$ cat src/rtl/gba_cart_rom_reader.sv
// Serves 16-bit cart ROM fetches from a byte-wide SDRAM read port, with a one-entry
// sequential prefetch buffer and open-bus data returned beyond the loaded image.
module gba_cart_rom_reader #(
    parameter int ADDR_W   = 25,
    parameter bit PREFETCH = 1'b1
) (
    input  logic              clk,
    input  logic              reset,
    input  logic              downloading,
    input  logic [ADDR_W:0]   rom_bytes,
    input  logic              req,
    input  logic [ADDR_W-1:0] req_addr,
    input  logic              req_seq,
    output logic              ack,
    output logic [15:0]       rdata,
    output logic              busy,
    output logic              mem_rd,
    output logic [ADDR_W-1:0] mem_addr,
    input  logic              mem_valid,
    input  logic [7:0]        mem_dout
);

    // FAST pads open-bus and buffer hits so that ack lands two cycles after req.
    typedef enum logic [2:0] {IDLE, FAST, RD_LO, RD_HI, ACK, PF_LO, PF_HI} state_t;

    state_t              state_reg;
    logic [ADDR_W-1:0]   a_reg;
    logic [ADDR_W-1:0]   pf_addr_reg;
    logic [15:0]         pf_data_reg;
    logic                pf_valid_reg;
    logic [7:0]          lo_reg;
    logic                pend_valid_reg;
    logic [ADDR_W-1:0]   pend_addr_reg;
    logic                pend_seq_reg;
    logic                issued_reg;
    logic                stale_reg;

    logic                take;
    logic [ADDR_W-1:0]   req_a;
    logic                np_valid;
    logic [ADDR_W-1:0]   np_addr;
    logic                np_seq;
    logic                np_match;
    logic                open_bus;
    logic                pf_hit;
    logic [ADDR_W-1:0]   a_inc1;
    logic [ADDR_W-1:0]   a_inc2;
    logic [ADDR_W-1:0]   pf_inc1;
    logic                pf_ok;
    logic                stale_eff;
    logic                got;
    logic                unused_bits;

    assign unused_bits = req_addr[0];

    always_comb begin
        take      = req & ~downloading & ~busy;
        req_a     = {req_addr[ADDR_W-1:1], 1'b0};
        np_valid  = pend_valid_reg | take;
        np_addr   = pend_valid_reg ? pend_addr_reg : req_a;
        np_seq    = pend_valid_reg ? pend_seq_reg : req_seq;
        np_match  = np_valid & np_seq & (np_addr == pf_addr_reg);
        open_bus  = ({1'b0, np_addr} >= rom_bytes);
        pf_hit    = np_seq & pf_valid_reg & (np_addr == pf_addr_reg);
        a_inc1    = a_reg + ADDR_W'(1);
        a_inc2    = a_reg + ADDR_W'(2);
        pf_inc1   = pf_addr_reg + ADDR_W'(1);
        pf_ok     = PREFETCH && ({1'b0, a_inc2} < rom_bytes);
        // A read abandoned by a download abort still owes us one mem_valid.
        stale_eff = stale_reg & ~mem_valid;
        got       = issued_reg & mem_valid;
    end

    always_ff @(posedge clk) begin
        if (reset) begin
            state_reg      <= IDLE;
            a_reg          <= '0;
            pf_addr_reg    <= '0;
            pf_data_reg    <= '0;
            pf_valid_reg   <= 1'b0;
            lo_reg         <= '0;
            pend_valid_reg <= 1'b0;
            pend_addr_reg  <= '0;
            pend_seq_reg   <= 1'b0;
            issued_reg     <= 1'b0;
            stale_reg      <= 1'b0;
            ack            <= 1'b0;
            rdata          <= '0;
            busy           <= 1'b0;
            mem_rd         <= 1'b0;
            mem_addr       <= '0;
        end else begin
            ack    <= 1'b0;
            mem_rd <= 1'b0;
            if (mem_valid)
                stale_reg <= 1'b0;

            if (downloading) begin
                state_reg      <= IDLE;
                pf_valid_reg   <= 1'b0;
                pend_valid_reg <= 1'b0;
                busy           <= 1'b0;
                issued_reg     <= 1'b0;
                if (issued_reg & ~mem_valid)
                    stale_reg <= 1'b1;
            end else begin
                // Outside IDLE a request can only arrive while busy is low: ACK or prefetch.
                if (take && state_reg != IDLE) begin
                    pend_valid_reg <= 1'b1;
                    pend_addr_reg  <= req_a;
                    pend_seq_reg   <= req_seq;
                    busy           <= 1'b1;
                end

                case (state_reg)
                    IDLE: begin
                        if (np_valid) begin
                            a_reg          <= np_addr;
                            busy           <= 1'b1;
                            pend_valid_reg <= 1'b0;
                            if (open_bus) begin
                                rdata     <= np_addr[16:1];
                                state_reg <= FAST;
                            end else if (pf_hit) begin
                                rdata        <= pf_data_reg;
                                pf_valid_reg <= 1'b0;
                                state_reg    <= FAST;
                            end else begin
                                pf_valid_reg <= 1'b0;
                                state_reg    <= RD_LO;
                                issued_reg   <= ~stale_eff;
                                mem_rd       <= ~stale_eff;
                                mem_addr     <= np_addr;
                            end
                        end
                    end
                    FAST: begin
                        ack       <= 1'b1;
                        busy      <= 1'b0;
                        state_reg <= ACK;
                    end
                    RD_LO: begin
                        if (!issued_reg && !stale_reg) begin
                            issued_reg <= 1'b1;
                            mem_rd     <= 1'b1;
                            mem_addr   <= a_reg;
                        end else if (got) begin
                            lo_reg     <= mem_dout;
                            state_reg  <= RD_HI;
                            issued_reg <= 1'b1;
                            mem_rd     <= 1'b1;
                            mem_addr   <= a_inc1;
                        end
                    end
                    RD_HI: begin
                        if (!issued_reg && !stale_reg) begin
                            issued_reg <= 1'b1;
                            mem_rd     <= 1'b1;
                            mem_addr   <= a_inc1;
                        end else if (got) begin
                            rdata      <= {mem_dout, lo_reg};
                            ack        <= 1'b1;
                            busy       <= 1'b0;
                            issued_reg <= 1'b0;
                            state_reg  <= ACK;
                        end
                    end
                    ACK: begin
                        if (take) begin
                            state_reg <= IDLE;
                        end else if (pf_ok) begin
                            pf_addr_reg  <= a_inc2;
                            pf_valid_reg <= 1'b0;
                            state_reg    <= PF_LO;
                            issued_reg   <= ~stale_eff;
                            mem_rd       <= ~stale_eff;
                            mem_addr     <= a_inc2;
                        end else begin
                            state_reg <= IDLE;
                        end
                    end
                    PF_LO: begin
                        if (np_valid && !np_match && !issued_reg) begin
                            state_reg <= IDLE;
                        end else if (!issued_reg && !stale_reg) begin
                            issued_reg <= 1'b1;
                            mem_rd     <= 1'b1;
                            mem_addr   <= pf_addr_reg;
                        end else if (got) begin
                            issued_reg <= 1'b0;
                            if (np_valid && !np_match) begin
                                state_reg <= IDLE;
                            end else begin
                                lo_reg     <= mem_dout;
                                state_reg  <= PF_HI;
                                issued_reg <= 1'b1;
                                mem_rd     <= 1'b1;
                                mem_addr   <= pf_inc1;
                            end
                        end
                    end
                    PF_HI: begin
                        if (np_valid && !np_match && !issued_reg) begin
                            state_reg <= IDLE;
                        end else if (!issued_reg && !stale_reg) begin
                            issued_reg <= 1'b1;
                            mem_rd     <= 1'b1;
                            mem_addr   <= pf_inc1;
                        end else if (got) begin
                            issued_reg <= 1'b0;
                            if (np_match) begin
                                // Pending sequential fetch is exactly this prefetch: serve it directly.
                                rdata          <= {mem_dout, lo_reg};
                                ack            <= 1'b1;
                                busy           <= 1'b0;
                                a_reg          <= pf_addr_reg;
                                pend_valid_reg <= 1'b0;
                                state_reg      <= ACK;
                            end else if (np_valid) begin
                                state_reg <= IDLE;
                            end else begin
                                pf_data_reg  <= {mem_dout, lo_reg};
                                pf_valid_reg <= 1'b1;
                                state_reg    <= IDLE;
                            end
                        end
                    end
                    default: state_reg <= IDLE;
                endcase
            end
        end
    end

endmodule

$ cat config.mk
export PLATFORM = sky130hd
export DESIGN_NAME = gba_cart_rom_reader
export DESIGN_NICKNAME = d
export VERILOG_FILES = /design/src/rtl/gba_cart_rom_reader.sv
export SDC_FILE = /design/constraint.sdc
export NUM_CORES = 1
export LEC_CHECK = 0
export ABC_AREA = 0
export CORE_MARGIN = 4
export CORE_UTILIZATION = 58
export CTS_CLUSTER_SIZE = 14
export DETAILED_ROUTE_END_ITERATION = 12
export PLACE_DENSITY = 0.81
export RECOVER_POWER = 25
export REMOVE_ABC_BUFFERS = 1
export SYNTH_ARGS = -nofsm -noshare
export SYNTH_HDL_FRONTEND = slang
export SYNTH_SLANG_ARGS = --single-unit
$ cat constraint.sdc
create_clock -name clk -period 4.5 [get_ports clk]
set_input_delay 0.9 -clock clk [delete_from_list [all_inputs] [get_ports clk]]
set_output_delay 0.9 -clock clk [all_outputs]
set_load 0.03 [all_outputs]
==> reports/results.ini <==
[clock_network]
cts.sinks = 150
clockBufferDepth = 2
clkSlewWorstSetupHoldPaths_ns = 0.07
cts-root-buf = clkbuf_16
tritoncts = done
insertion_delay_ns = 0.44
cts_buffers = 17
hold_buffers = 0
htree_levels = 4

[critical_path]
cp.arrival_ns = 4.49
path_cells = buf_4, nand2_1, nor4_1, nand3_1, xnor2_1, ha_1, nand2_1, nor4_1, a2111oi_0, o211ai_1, buf_4, buf_4, nor4_2, buf_12, mux2i_1, nor2_1
slowest_stage = dfxtp_1
crit_top_cell = buf_4
crit_path_end_kind = register
worstPathRequired_ns = 4.79
cp-start-kind = register
crit_family = simple AND/OR/NAND/NOR gates
cp_num_buf_inv = 4
cpPeakStageDelay_ns = 0.47
crit_fanout = 23
critPathKind = reg2reg

[floorplanning]
die_w_um = 142
initial_core_util_pct = 59.8
io_pins = 109
design.core.area_sq_mm = 0.0175
die_h_um = 142
row_count = 48
die_area_sq_mm = 0.0203

[final_layout]
final_core_util_pct = 73.1
fill_cells = 1412
final_common_cell = nand2_1
fin_cells = 1749
final_nets = 1627
areaGrowthSynthToFinish_pct = 22.2
n_antenna_cell = 0
drive_gt1_share_pct = 11.5
layout_common_cells = 218 x nand2_1, 149 x dfxtp_1, 134 x nor2_1, 133 x a21oi_1, 93 x buf_4

[sta]
worst_slew_pin_slew_ns = 1.27
slew_viol_final = 0
rsz0062_at_grt = no
finalSetupViolations = 0
period_share_pct = 93.3
hold_viol = 0
post-route-min-period_ns = 4.20
maxSlewHeadroom_pct = 15.2
fin_skew_ns = 0.0120
fmax_mhz = 238

[placement]
port_buffers = 107
dpl.hpwl_mm = 28.4
gp_congestion = 1.05
placed_cells = 1716

[route]
avgRoutedWirePerCell_um = 21.3
wirelength_mm = 37.2
drt_iter0_drc = 1324
drcViolationCount = 0
vias = 11200
postRouteAntennaNets = 0
first_pass_iters = 6
vias_per_cell = 6.42

[yosys]
synth_largest_area_cell = dfxtp_1
synth_ff_type = dfxtp_1
yosys_warnings = 0
avgSynthCellArea_sq_um = 7.55
synth_cells = 1390
ys_seq_area_share_pct = 28.6
async_reset_ff_share_pct = 0
ys_top_cells_by_area = dfxtp_1 29%, nand2_1 7.8%, a21oi_1 6.3%
netlist-cell-type-count = 79
ys_ff_latch = 150
synth.top_cell.area_share_pct = 28.6
syn_area_sq_mm = 0.0105
synth_edf_count = 0

[grt]
grt_max_degree = 73
grt_pass1_vias = 10400
grt_pass1_wl_mm = 56.8
grt_remaining_overflow = 0
track_usage_pct = 35.7
antenna_found_initial = 0

[power]
power.density_mw_per_mm2 = 265
p_leak_uw = 0.00494
ir_worst_vdd_mv = 0.395

[run]
cap_violations = 0

[min_path]
hold_class = reg2reg

[status]
run_status = complete, no violations

## repair_timing
| action | in CTS | in global routing |
|---|---|---|
| setup endpoints to repair | 0 | 54 |
| buffers inserted | 0 | 1 |
| resized for setup | 0 | 7 |
## synthesized netlist by cell type, types with 19 or more instances
master,count
o21ai_0,60
nor2_1,135
mux2i_1,58
inv_1,59
clkbuf_1,92
a21oi_1,133
nand4_1,20
ha_1,51
dfxtp_1,150
nor3_1,29
nand2_1,218
nand3_1,32
a211o_1,35
xnor2_1,39
xor2_1,19
a31oi_1,27
## where the power goes
group / leakage [uW] / total [uW] / switching [uW] / internal, uW
logic: 0.00346 / 599 / 353 / 246
clock network: 0.000272 / 1410 / 669 / 739
registers: 0.00121 / 1380 / 26.9 / 1360
## per-layer routing
layer / routed length, um / up-vias / track usage (%) / share of wire [%]
met4: 1610 / 0 / 14.5 / 4.3
met5: 0 / - / 0 / 0
met3: 3990 / 110 / 7.29 / 11
li1: - / 5238 / - / -
met1: 15300 / 5209 / 48.6 / 41
met2: 16300 / 665 / 55.4 / 44
## tightest hold or removal path, delay by kind of cell (launching register included)
family,cells,cell delay (ns)
flops,1,0.31
simple gates,1,0.05
compound gates,1,0.05
## per-stage QoR
| stage | setup TNS, ns | total power (uW) | setup WS (ns) | area [sq um] | hold slack [ns] |
|---|---|---|---|---|---|
| 2_1_floorplan | -73.48 | 1710 | -2.26 | 10000 | 0.427 |
| 3_3_place_gp | 0 | 1980 | 0.0756 | 12200 | 0.438 |
| 3_5_place_dp | 0 | 2000 | 0.0254 | 12200 | 0.444 |
| 4_1_cts | 0 | 3390 | 0.125 | 12800 | 0.453 |
| 5_1_grt | 0 | 3500 | 0.0279 | 12800 | 0.472 |
| 6_report | 0 | 3390 | 0.300 | 12800 | 0.451 |
## cell families after synthesis
group | share of synthesized area (%)
flops | 28.6
mux | 7.35
compound gates | 24.7
fa+ha+maj | 6.08
xor+xnor | 4.84
simple gates | 21.9
buf+inv | 6.49
## path summary, 6_finish.rpt
path | end | slack [ns] | from | cells past startpoint
setup reg to reg | pf_addr_reg[17] | 0.30 | a_reg[3] | 16
hold / removal | rdata[4] | 0.45 | rdata[4] | 2
setup / recovery | pf_addr_reg[17] | 0.30 | a_reg[3] | 16
hold reg to reg | rdata[4] | 0.45 | rdata[4] | 2
## layout make-up
cell class | instances | area (sq um) | area share [%]
sequential | 150 | 3010 | 23.5
clock buffer | 17 | 425 | 3.32
tap | 225 | 282 | 2.20
multi-input combinational | 1074 | 6850 | 53.4
clock inverter | 15 | 154 | 1.20
timing repair buffer | 208 | 1870 | 14.6
inverter | 60 | 225 | 1.76
No activity file was read; power rests on OpenSTA's default activity.
